--- src/rtl/lsu_stage_if.sv ---
// Bundle of upstream, branch, memory and writeback signals for lsu_stage.
// The slave modport is the stage itself; the master modport is its environment.
interface lsu_stage_if #(
  parameter int WORD_SIZE = 32,
  parameter int REG_SEL   = 5,
  parameter int ADDR_SIZE = 10
);
  logic                   in_valid;
  logic                   in_ready;
  logic [WORD_SIZE-1:0]   result;
  logic [WORD_SIZE-1:0]   save_data;
  logic [REG_SEL-1:0]     rd;
  logic                   reg_write;
  logic                   mem_read;
  logic                   mem_write;
  logic                   branch;
  logic                   jump;
  logic                   zero;
  logic                   data_sign;
  logic [1:0]             data_size;
  logic                   pc_src;
  logic                   m_req;
  logic                   m_we;
  logic [ADDR_SIZE-1:0]   m_addr;
  logic [WORD_SIZE-1:0]   m_wdata;
  logic [WORD_SIZE/8-1:0] m_be;
  logic                   m_ack;
  logic [WORD_SIZE-1:0]   m_rdata;
  logic                   out_valid;
  logic                   reg_write_out;
  logic [REG_SEL-1:0]     rd_out;
  logic [WORD_SIZE-1:0]   read_data;
  logic [WORD_SIZE-1:0]   result_out;
  logic                   fault;
  logic [ADDR_SIZE-1:0]   fault_addr;

  modport slave (
    input  in_valid, result, save_data, rd, reg_write, mem_read, mem_write,
           branch, jump, zero, data_sign, data_size, m_ack, m_rdata,
    output in_ready, pc_src, m_req, m_we, m_addr, m_wdata, m_be,
           out_valid, reg_write_out, rd_out, read_data, result_out, fault, fault_addr
  );

  modport master (
    output in_valid, result, save_data, rd, reg_write, mem_read, mem_write,
           branch, jump, zero, data_sign, data_size, m_ack, m_rdata,
    input  in_ready, pc_src, m_req, m_we, m_addr, m_wdata, m_be,
           out_valid, reg_write_out, rd_out, read_data, result_out, fault, fault_addr
  );
endinterface

--- src/rtl/lsu_stage.sv ---
// Load/store stage: captures one op, runs one memory handshake with timeout, then pulses writeback.
// Define LSU_MISALIGN_TRAP_EN to fault misaligned accesses instead of aligning them down.
module lsu_stage #(
  parameter int WORD_SIZE = 32,
  parameter int NUM_REGS  = 32,
  parameter int REG_SEL   = $clog2(NUM_REGS),
  parameter int ADDR_SIZE = 10,
  parameter int TIMEOUT   = 16
) (
  input logic        clk,
  input logic        rst,
  lsu_stage_if.slave bus
);
  localparam int NBYTES = WORD_SIZE / 8;
  localparam int OFFW   = $clog2(NBYTES);
  localparam int CNTW   = $clog2(TIMEOUT + 1);

  typedef enum logic [1:0] {IDLE, WAIT, DONE} state_t;

  state_t               state_q, state_d;
  logic [CNTW-1:0]      cnt_q, cnt_d;
  logic [WORD_SIZE-1:0] result_q, result_d;
  logic [REG_SEL-1:0]   rd_q, rd_d;
  logic                 regw_q, regw_d, load_q, load_d, sign_q, sign_d;
  logic [1:0]           size_q, size_d;
  logic [OFFW-1:0]      off_q, off_d;
  logic                 m_req_q, m_req_d, m_we_q, m_we_d;
  logic [ADDR_SIZE-1:0] m_addr_q, m_addr_d, fault_addr_q, fault_addr_d;
  logic [WORD_SIZE-1:0] m_wdata_q, m_wdata_d, read_data_q, read_data_d;
  logic [NBYTES-1:0]    m_be_q, m_be_d;
  logic                 out_valid_q, out_valid_d, regwo_q, regwo_d, fault_q, fault_d;

  logic                 memOp, sizeIllegal, earlyFault;
  logic [OFFW-1:0]      offRaw, alignMask, offUse;
  logic [NBYTES-1:0]    beNew;
  logic [WORD_SIZE-1:0] wdataNew, shifted, widened, loadExt;
  int                   nbits, shamt;

  assign bus.pc_src   = (bus.branch && bus.zero) || bus.jump;
  assign bus.in_ready = rst && (state_q == IDLE);

  // Lane placement of the incoming op, and faults detectable before touching memory.
  always_comb begin
    memOp       = bus.mem_read | bus.mem_write;
    offRaw      = bus.result[OFFW-1:0];
    alignMask   = {OFFW{1'b1}} << bus.data_size;
    sizeIllegal = (WORD_SIZE < 64) && (bus.data_size == 2'd3);
`ifdef LSU_MISALIGN_TRAP_EN
    offUse     = offRaw;
    earlyFault = memOp && ((bus.mem_read && bus.mem_write) || sizeIllegal ||
                           (|(offRaw & ~alignMask)));
`else
    offUse     = offRaw & alignMask;
    earlyFault = memOp && ((bus.mem_read && bus.mem_write) || sizeIllegal);
`endif
    for (int i = 0; i < NBYTES; i++)
      beNew[i] = (i >= int'(offUse)) && (i < int'(offUse) + (1 << bus.data_size));
    wdataNew = bus.save_data << {offUse, 3'b000};
  end

  // Push the loaded field to the top, then shift back down arithmetically or logically to extend.
  always_comb begin
    shifted = bus.m_rdata >> {off_q, 3'b000};
    nbits   = 8 << size_q;
    shamt   = (nbits >= WORD_SIZE) ? 0 : WORD_SIZE - nbits;
    widened = shifted << shamt;
    if (sign_q) loadExt = widened >> shamt;
    else        loadExt = $signed(widened) >>> shamt;
  end

  always_comb begin
    state_d      = state_q;
    cnt_d        = cnt_q;
    result_d     = result_q;
    rd_d         = rd_q;
    regw_d       = regw_q;
    load_d       = load_q;
    sign_d       = sign_q;
    size_d       = size_q;
    off_d        = off_q;
    m_req_d      = 1'b0;
    m_we_d       = 1'b0;
    m_addr_d     = '0;
    m_wdata_d    = '0;
    m_be_d       = '0;
    out_valid_d  = 1'b0;
    regwo_d      = 1'b0;
    read_data_d  = '0;
    fault_d      = 1'b0;
    fault_addr_d = '0;
    case (state_q)
      IDLE: begin
        if (bus.in_valid && bus.in_ready) begin
          result_d = bus.result;
          rd_d     = bus.rd;
          regw_d   = bus.reg_write;
          load_d   = bus.mem_read;
          sign_d   = bus.data_sign;
          size_d   = bus.data_size;
          off_d    = offUse;
          if (earlyFault) begin
            state_d      = DONE;
            out_valid_d  = 1'b1;
            fault_d      = 1'b1;
            fault_addr_d = bus.result[ADDR_SIZE-1:0];
          end else if (memOp) begin
            state_d   = WAIT;
            cnt_d     = '0;
            m_req_d   = 1'b1;
            m_we_d    = bus.mem_write;
            m_addr_d  = {bus.result[ADDR_SIZE-1:OFFW], {OFFW{1'b0}}};
            m_wdata_d = wdataNew;
            m_be_d    = beNew;
          end else begin
            state_d     = DONE;
            out_valid_d = 1'b1;
            regwo_d     = bus.reg_write;
          end
        end
      end
      WAIT: begin
        // An acknowledge arriving on the final allowed cycle still completes normally.
        if (bus.m_ack) begin
          state_d     = DONE;
          out_valid_d = 1'b1;
          regwo_d     = regw_q;
          read_data_d = load_q ? loadExt : '0;
        end else if (cnt_q == CNTW'(TIMEOUT - 1)) begin
          state_d      = DONE;
          out_valid_d  = 1'b1;
          fault_d      = 1'b1;
          fault_addr_d = result_q[ADDR_SIZE-1:0];
        end else begin
          cnt_d     = cnt_q + 1'b1;
          m_req_d   = 1'b1;
          m_we_d    = m_we_q;
          m_addr_d  = m_addr_q;
          m_wdata_d = m_wdata_q;
          m_be_d    = m_be_q;
        end
      end
      DONE:    state_d = IDLE;
      default: state_d = IDLE;
    endcase
  end

  always_ff @(posedge clk) begin
    if (!rst) begin
      state_q      <= IDLE;
      cnt_q        <= '0;
      result_q     <= '0;
      rd_q         <= '0;
      regw_q       <= 1'b0;
      load_q       <= 1'b0;
      sign_q       <= 1'b0;
      size_q       <= '0;
      off_q        <= '0;
      m_req_q      <= 1'b0;
      m_we_q       <= 1'b0;
      m_addr_q     <= '0;
      m_wdata_q    <= '0;
      m_be_q       <= '0;
      out_valid_q  <= 1'b0;
      regwo_q      <= 1'b0;
      read_data_q  <= '0;
      fault_q      <= 1'b0;
      fault_addr_q <= '0;
    end else begin
      state_q      <= state_d;
      cnt_q        <= cnt_d;
      result_q     <= result_d;
      rd_q         <= rd_d;
      regw_q       <= regw_d;
      load_q       <= load_d;
      sign_q       <= sign_d;
      size_q       <= size_d;
      off_q        <= off_d;
      m_req_q      <= m_req_d;
      m_we_q       <= m_we_d;
      m_addr_q     <= m_addr_d;
      m_wdata_q    <= m_wdata_d;
      m_be_q       <= m_be_d;
      out_valid_q  <= out_valid_d;
      regwo_q      <= regwo_d;
      read_data_q  <= read_data_d;
      fault_q      <= fault_d;
      fault_addr_q <= fault_addr_d;
    end
  end

  assign bus.m_req         = m_req_q;
  assign bus.m_we          = m_we_q;
  assign bus.m_addr        = m_addr_q;
  assign bus.m_wdata       = m_wdata_q;
  assign bus.m_be          = m_be_q;
  assign bus.out_valid     = out_valid_q;
  assign bus.reg_write_out = regwo_q;
  assign bus.rd_out        = rd_q;
  assign bus.read_data     = read_data_q;
  assign bus.result_out    = result_q;
  assign bus.fault         = fault_q;
  assign bus.fault_addr    = fault_addr_q;
endmodule

--- src/flat_wrapper.sv ---
// flat-port wrapper written by rule: the top's interface ports become plain ports
module lsu_stage_flat 
#(
  parameter int WORD_SIZE = 32,
  parameter int NUM_REGS  = 32,
  parameter int REG_SEL   = $clog2(NUM_REGS),
  parameter int ADDR_SIZE = 10,
  parameter int TIMEOUT   = 16
)
  (clk, rst, bus_in_valid, bus_result, bus_save_data, bus_rd, bus_reg_write, bus_mem_read, bus_mem_write, bus_branch, bus_jump, bus_zero, bus_data_sign, bus_data_size, bus_m_ack, bus_m_rdata, bus_in_ready, bus_pc_src, bus_m_req, bus_m_we, bus_m_addr, bus_m_wdata, bus_m_be, bus_out_valid, bus_reg_write_out, bus_rd_out, bus_read_data, bus_result_out, bus_fault, bus_fault_addr);
  lsu_stage_if #(.WORD_SIZE(WORD_SIZE), .REG_SEL(REG_SEL), .ADDR_SIZE(ADDR_SIZE)) bus_i ();
  input logic clk;
  input logic rst;
  input wire logic [$bits(bus_i.in_valid)-1:0] bus_in_valid;
  input wire logic [$bits(bus_i.result)-1:0] bus_result;
  input wire logic [$bits(bus_i.save_data)-1:0] bus_save_data;
  input wire logic [$bits(bus_i.rd)-1:0] bus_rd;
  input wire logic [$bits(bus_i.reg_write)-1:0] bus_reg_write;
  input wire logic [$bits(bus_i.mem_read)-1:0] bus_mem_read;
  input wire logic [$bits(bus_i.mem_write)-1:0] bus_mem_write;
  input wire logic [$bits(bus_i.branch)-1:0] bus_branch;
  input wire logic [$bits(bus_i.jump)-1:0] bus_jump;
  input wire logic [$bits(bus_i.zero)-1:0] bus_zero;
  input wire logic [$bits(bus_i.data_sign)-1:0] bus_data_sign;
  input wire logic [$bits(bus_i.data_size)-1:0] bus_data_size;
  input wire logic [$bits(bus_i.m_ack)-1:0] bus_m_ack;
  input wire logic [$bits(bus_i.m_rdata)-1:0] bus_m_rdata;
  output wire logic [$bits(bus_i.in_ready)-1:0] bus_in_ready;
  output wire logic [$bits(bus_i.pc_src)-1:0] bus_pc_src;
  output wire logic [$bits(bus_i.m_req)-1:0] bus_m_req;
  output wire logic [$bits(bus_i.m_we)-1:0] bus_m_we;
  output wire logic [$bits(bus_i.m_addr)-1:0] bus_m_addr;
  output wire logic [$bits(bus_i.m_wdata)-1:0] bus_m_wdata;
  output wire logic [$bits(bus_i.m_be)-1:0] bus_m_be;
  output wire logic [$bits(bus_i.out_valid)-1:0] bus_out_valid;
  output wire logic [$bits(bus_i.reg_write_out)-1:0] bus_reg_write_out;
  output wire logic [$bits(bus_i.rd_out)-1:0] bus_rd_out;
  output wire logic [$bits(bus_i.read_data)-1:0] bus_read_data;
  output wire logic [$bits(bus_i.result_out)-1:0] bus_result_out;
  output wire logic [$bits(bus_i.fault)-1:0] bus_fault;
  output wire logic [$bits(bus_i.fault_addr)-1:0] bus_fault_addr;
  assign bus_i.in_valid = bus_in_valid;
  assign bus_i.result = bus_result;
  assign bus_i.save_data = bus_save_data;
  assign bus_i.rd = bus_rd;
  assign bus_i.reg_write = bus_reg_write;
  assign bus_i.mem_read = bus_mem_read;
  assign bus_i.mem_write = bus_mem_write;
  assign bus_i.branch = bus_branch;
  assign bus_i.jump = bus_jump;
  assign bus_i.zero = bus_zero;
  assign bus_i.data_sign = bus_data_sign;
  assign bus_i.data_size = bus_data_size;
  assign bus_i.m_ack = bus_m_ack;
  assign bus_i.m_rdata = bus_m_rdata;
  assign bus_in_ready = bus_i.in_ready;
  assign bus_pc_src = bus_i.pc_src;
  assign bus_m_req = bus_i.m_req;
  assign bus_m_we = bus_i.m_we;
  assign bus_m_addr = bus_i.m_addr;
  assign bus_m_wdata = bus_i.m_wdata;
  assign bus_m_be = bus_i.m_be;
  assign bus_out_valid = bus_i.out_valid;
  assign bus_reg_write_out = bus_i.reg_write_out;
  assign bus_rd_out = bus_i.rd_out;
  assign bus_read_data = bus_i.read_data;
  assign bus_result_out = bus_i.result_out;
  assign bus_fault = bus_i.fault;
  assign bus_fault_addr = bus_i.fault_addr;
  lsu_stage #(.WORD_SIZE(WORD_SIZE), .NUM_REGS(NUM_REGS), .REG_SEL(REG_SEL), .ADDR_SIZE(ADDR_SIZE), .TIMEOUT(TIMEOUT)) u_core (.clk(clk), .rst(rst), .bus(bus_i));
endmodule
--- config.mk ---
export PLATFORM = sky130hd
export DESIGN_NAME = lsu_stage_flat
export DESIGN_NICKNAME = d
export VERILOG_FILES = /design/src/rtl/lsu_stage_if.sv /design/src/rtl/lsu_stage.sv /design/src/flat_wrapper.sv
export SDC_FILE = /design/constraint.sdc
export NUM_CORES = 1
export LEC_CHECK = 0
export CORE_ASPECT_RATIO = 0.6
export CORE_MARGIN = 2
export CORE_UTILIZATION = 25
export DETAILED_ROUTE_END_ITERATION = 8
export RECOVER_POWER = 100
export SLEW_MARGIN = 25
export SYNTH_ARGS = -nofsm -noshare
export SYNTH_HDL_FRONTEND = slang
export SYNTH_SLANG_ARGS = --single-unit
export TNS_END_PERCENT = 1
--- constraint.sdc ---
create_clock -name clk -period 2.8 [get_ports clk]
set_input_delay 0.56 -clock clk [delete_from_list [all_inputs] [get_ports clk]]
set_output_delay 0.56 -clock clk [all_outputs]
set_load 0.02 [all_outputs]
# Yosys cells after proc, flatten, opt, wreduce, memory -nomap -nowiden
# Cells that the tools add are included.
[op_classes]
add_sub_neg = 3
magnitude_cmp = 8
n_eq_ne = 9
n_shift = 8
n_mux = 64
n_bitwise = 2
reduce_logical = 16
[ops]
columns = ["op", "count"]
rows = [
  ["32-bit two-way mux", 7],
  ["10-bit two-way mux", 9],
  ["3-bit by 32-bit < comparator with 1-bit output, first input constant", 2],
  ["32-bit case mux with 2 select lines", 1],
  ["10-bit case mux with 2 select lines", 2],
  ["3-bit by 32-bit adder with 32-bit output", 1],
  ["32-bit by 7-bit >= comparator with 1-bit output, second input constant", 1],
  ["1-bit by 32-bit < comparator with 1-bit output, first input constant", 1],
  ["2-bit by 32-bit < comparator with 1-bit output, first input constant", 1],
  ["1-bit by 2-bit left shift with 32-bit output, first input constant", 1],
  ["32-bit by 32-bit left shift with 32-bit output", 1],
  ["32-bit by 5-bit left shift with 32-bit output", 1],
  ["4-bit by 2-bit left shift with 32-bit output, first input constant", 1],
  ["32-bit by 32-bit right shift with 32-bit output", 1],
  ["32-bit by 5-bit right shift with 32-bit output", 1],
  ["32-bit by 32-bit >>> shifter with 32-bit output", 1],
  ["7-bit by 32-bit subtractor with 32-bit output, first input constant", 1],
  ["5-bit two-way mux", 5],
  ["1-bit two-way mux", 22],
  ["4-bit two-way mux", 5],
  ["2-bit two-way mux", 5],
  ["1-bit case mux with 2 select lines", 5],
  ["5-bit case mux with 2 select lines", 1],
  ["1-bit logical AND", 8],
  ["20 further kinds", 26],
]
[word_totals]
regBits = 144
input_bits = 114
out_inout_bits = 132

# Longest topological paths before layout
[logic_depth]
depth_word = 9
mapped_depth = 9

# Worst setup path after synthesis
# OpenSTA, ideal clock, no wires.
[synth_path]
kind = "input to register"
startpoint = "input port bus_data_size[1]"
endpoint = "register u_core.m_be_q[0] (netlist: u_core.bus.m_be[0])"
arrival_ns = 2.310
setup_slack_ns = 0.358
path_stages = 9
n_path_buf = 2
cell_sequence = "buf_2 -> nor3b_2 -> inv_1 -> clkbuf_1 -> fa_1 -> nor3b_1 -> o21ai_0 -> o2111ai_1 -> a21oi_1"
[synth_between]
elab_chain_len = 9
elab_cells_between_ends = 14
classes_between = "1 x add/sub; 2 x order compare; 1 x eq/ne; 2 x shift; 4 x mux; 1 x bitwise; 3 x reduce/logical"
[synth_rtl]
columns = ["element", "line_no", "source"]
rows = [
  ["start, declared", "flat_wrapper.sv:25", "input wire logic [$bits(bus_i.data_size)-1:0] bus_data_size;"],
  ["2-bit by 2-bit left shift with 2-bit output", "lsu_stage.sv:46", "alignMask = {OFFW{1'b1}} << bus.data_size;"],
  ["2-bit AND", "lsu_stage.sv:53", "offUse = offRaw & alignMask;"],
  ["3-bit by 32-bit adder with 32-bit output", "lsu_stage.sv:57", "beNew[i] = (i >= int'(offUse)) && (i < int'(offUse) + (1 << bus.data_size));"],
  ["1-bit by 32-bit < comparator with 1-bit output", "lsu_stage.sv:57", ""],
  ["1-bit logical AND", "lsu_stage.sv:57", ""],
  ["4-bit two-way mux", "lsu_stage.sv:106", "end else if (memOp) begin"],
  ["4-bit two-way mux (*)", "lsu_stage.sv:101", "if (earlyFault) begin"],
  ["4-bit two-way mux (*)", "lsu_stage.sv:93", "if (bus.in_valid && bus.in_ready) begin"],
  ["4-bit case mux with 2 select lines (*)", "lsu_stage.sv:91", "case (state_q)"],
  ["end signal, assigned", "lsu_stage.sv:182", "m_be_q <= m_be_d;"],
  ["end, declared", "lsu_stage.sv:30", "logic [NBYTES-1:0] m_be_q, m_be_d;"],
]
# Every way passes the cells marked *; elsewhere a longest branch is shown, timed or not.
# A chain may end at the register's enable or synchronous reset.

# Worst setup path in the final report
[layout_path]
startpoint = "register u_core.cnt_q[0]"
endpoint = "register u_core.m_wdata_q[24] (netlist: u_core.bus.m_wdata[24])"
[layout_between]
elab_chain_len = 2
[layout_rtl]
columns = ["element", "line_no", "source"]
rows = [
  ["start, declared", "lsu_stage.sv:21", "logic [CNTW-1:0] cnt_q, cnt_d;"],
  ["start signal, assigned", "lsu_stage.sv:170", "cnt_q <= cnt_d;"],
  ["5-bit by 4-bit equality test with 1-bit output", "lsu_stage.sv:128", "end else if (cnt_q == CNTW'(TIMEOUT - 1)) begin"],
  ["3-bit by 2-bit != test with 1-bit output (no source line)", "n/a", ""],
  ["end signal, assigned", "lsu_stage.sv:181", "m_wdata_q <= m_wdata_d;"],
  ["end, declared", "lsu_stage.sv:29", "logic [WORD_SIZE-1:0] m_wdata_q, m_wdata_d, read_data_q, read_data_d;"],
]
# Every way passes these cells.

==> flow_metrics.tcl <==
set metrics [dict create \
    status "completed" \
    port_buffers 243 \
    finalWirelength_mm 20.5 \
    grt_max_degree 45 \
    ctsResizeCount 0 \
    maxSlewHeadroom_pct 33.7 \
    grtUsageTotal_pct 17.2 \
    synthMostInstantiatedCell "dfxtp_1" \
    cp-start-kind "flop" \
    nets 1004 \
    seq_area_frac_synth_pct 49.5 \
    worstRegToRegCells 7 \
    dp_hpwl_mm 15.4 \
    start_util_pct 25.8 \
    p_total_w 0.00508 \
    cts.sinks 142 \
    yosysTopAreaCell "dfxtp_1" \
    row_count 42 \
    drv_cap 0 \
    worstSetupPathType "reg2reg" \
    hold_end "u_core.bus.result_out[29]" \
    synth_cells 646 \
    synth_area_mm2 0.00574 \
    layout-drive-gt1-share_pct 7.56 \
    synth_top_area_share_pct 49.5 \
    setup_tns_ps 0 \
    post_cts_buffers 0 \
    dieArea_mm2 0.0242 \
    firstDrtPassIters 4 \
    ctsRootBufferMaster "clkbuf_16" \
    avgSynthCellArea_um2 8.88 \
    r2r_slack_ps 390 \
    reg2reg_to "u_core.bus.m_wdata[24]" \
    final.min_clock_period_ps 2410 \
    required_ps 3130 \
    worstMarginPinSlew_ps 995 \
    antenna_found_initial 1 \
    drt_iter0_drc 288 \
    synth_common_cells "dfxtp_1, nand2_1, nor2_1" \
    p_leak_nw 3.88 \
    die_y_um 121 \
    clock_skew_ps 7.18 \
    grt_pass1_vias 5434 \
    cts_made_buffers 17 \
    drv_slew 0 \
    synth_enable_flop_cells 0 \
    holdCritStartpoint "u_core.bus.result_out[29]" \
    ir_drop_mv 0.406 \
    clk_path_buf_depth 2 \
    fin_crit_sh_pct 86.1 \
    clk_pin_slew_ps 70 \
    tritoncts "built" \
    clkLatencyLatePin_ps 430 \
    setup_viol 0 \
    antenna_cells 0 \
    vias 5502 \
    synthFlopType "dfxtp_1" \
    finalHoldViolations 0 \
    hold-worst-slack_ps 452 \
    hold_depth 2 \
    drc_errors 0 \
    viasPerCell 4.55 \
    min_path_type "reg2reg" \
    crit_arrival_ps 2740 \
    grt_overflow 0 \
    yosys_warnings 0 \
    path_max_fanout 19 \
    gp_congestion 0.814 \
    synth_area_leaders "dfxtp_1, nand2_1, mux2i_1, nor2_1, nand3_1" \
    final_util_pct 40.7 \
    final_antenna_net_count 0 \
    grt_pass1_wl_mm 31.3 \
    core_area_mm2 0.0223 \
    synthArstFlopShare_pct 0 \
    cts_hold_buf 0 \
    wl_per_cell_um 17.0 \
    critPathCaptureType "flop" \
    reg2reg_from "u_core.cnt_q[0]" \
    max_freq_mhz 415 \
    rsz0062_at_grt "no" \
    synthDistinctLibCells 56 \
    cts.htree.levels 4 \
    ys_seq_elements 142 \
    io_pins 246 \
    syn_to_final_growth_pct 58.0 \
    dieWidth_um 200 \
    powerDensity_mw_per_mm2 560 \
]
-- metrics by stage --
stage / cell area, um^2 / std cells / worst slack, ps
finish: 9070 / 1208 / 389
global route: 9070 / 1208 / 220
CTS: 9130 / 1208 / 456
detailed placement: 8540 / 1176 / 198
global placement: 8540 / 1176 / 268
floorplan: 5740 / 647 / 358
-- cells in the final DEF (no fill, tap or decap), drive strengths merged, types with 3 or more instances in the layout --
cell	Yosys	routed
a211oi	21	21
a21oi	30	30
a221o	8	8
a221oi	4	4
a22o	8	8
a22oi	18	18
a2bb2oi	8	8
a32o	4	4
a32oi	3	3
buf	20	22
clkbuf	29	28
clkdlybuf4s50	0	110
clkinv	0	3
dfxtp	142	142
dlygate4sd3	0	132
inv	12	17
mux2i	26	26
nand2	129	129
nand2b	4	4
nand3	40	40
nand3b	3	3
nor2	61	61
nor2b	11	11
o211ai	3	3
o21ai	21	21
o311ai	4	4
or3	4	4
xor2	3	3
-- where the power goes --
part	internal (W)	total [W]	switching, W
Sequential	0.00209	0.00213	0.0000391
Clock	0.00133	0.00228	0.000945
Combinational	0.000326	0.000677	0.000351
-- cells by family (layout without fill, tap and decap cells) --
| family | after synthesis | in the layout | share of synthesized area [%] |
|---|---|---|---|
| compound gates | 138 | 138 | 17.5 |
| xor+xnor | 5 | 5 | 0.894 |
| fa+ha+maj | 3 | 3 | 0.785 |
| buf+inv | 61 | 314 | 4.75 |
| flops | 142 | 142 | 49.5 |
| mux | 27 | 27 | 4.93 |
| other cells | 1 | 2 | 0.0654 |
| simple gates | 269 | 269 | 21.6 |
-- how the worst max path moves through the flow --
stage / start / endpoint / slack (ps) / cells past startpoint
2_1_floorplan: bus_data_size[1] / u_core.bus.m_be[0] / 360 / 9
3_3_place_gp: bus_data_size[1] / u_core.bus.m_be[0] / 270 / 8
3_5_place_dp: bus_data_size[0] / u_core.bus.m_be[0] / 200 / 8
4_1_cts: u_core.state_q[1] / bus_in_ready / 460 / 3
5_1_grt: u_core.cnt_q[0] / u_core.bus.m_wdata[24] / 220 / 7
6_report: u_core.cnt_q[0] / u_core.bus.m_wdata[24] / 390 / 7
-- critical path: stages, from the launching register on --
cell and delay [ps]:
dfxtp_1 340, ha_1 220, and3_1 180, ha_1 230, nor4b_4 490, clkbuf_2 460, a21oi_1 130, a221oi_1 270
-- metal layers --
layer | part of all wire (%) | track usage (%)
met5 | 0 | 0
met4 | 0.54 | 4.54
met3 | 7.2 | 5.84
met2 | 42 | 24.2
met1 | 50 | 24.6
-- sequential cells by signal (all words and copies together) (netlist names) --
| signal | flops |
|---|---|
| u_core.bus.fault | 1 |
| u_core.bus.fault_addr | 10 |
| u_core.bus.m_addr | 8 |
| u_core.bus.m_be | 4 |
| u_core.bus.m_req | 1 |
| u_core.bus.m_wdata | 32 |
| u_core.bus.m_we | 1 |
| u_core.bus.out_valid | 1 |
| u_core.bus.rd_out | 5 |
| u_core.bus.read_data | 32 |
| u_core.bus.reg_write_out | 1 |
| u_core.bus.result_out | 32 |
| u_core.cnt_q | 5 |
| u_core.load_q | 1 |
| u_core.off_q | 2 |
| u_core.regw_q | 1 |
| u_core.sign_q | 1 |
| u_core.size_q | 2 |
| u_core.state_q | 2 |
-- cell type report --
type	instances	area [um^2]
Clock inverter	10	100
Tap cell	308	385
Clock buffer	22	484
Inverter	12	45.0
Sequential cell	142	2840
Timing Repair Buffer	270	2610
Fill cell	2246	13200
Multi-Input combinational cell	444	2600
No activity file was read; power rests on OpenSTA's default activity.
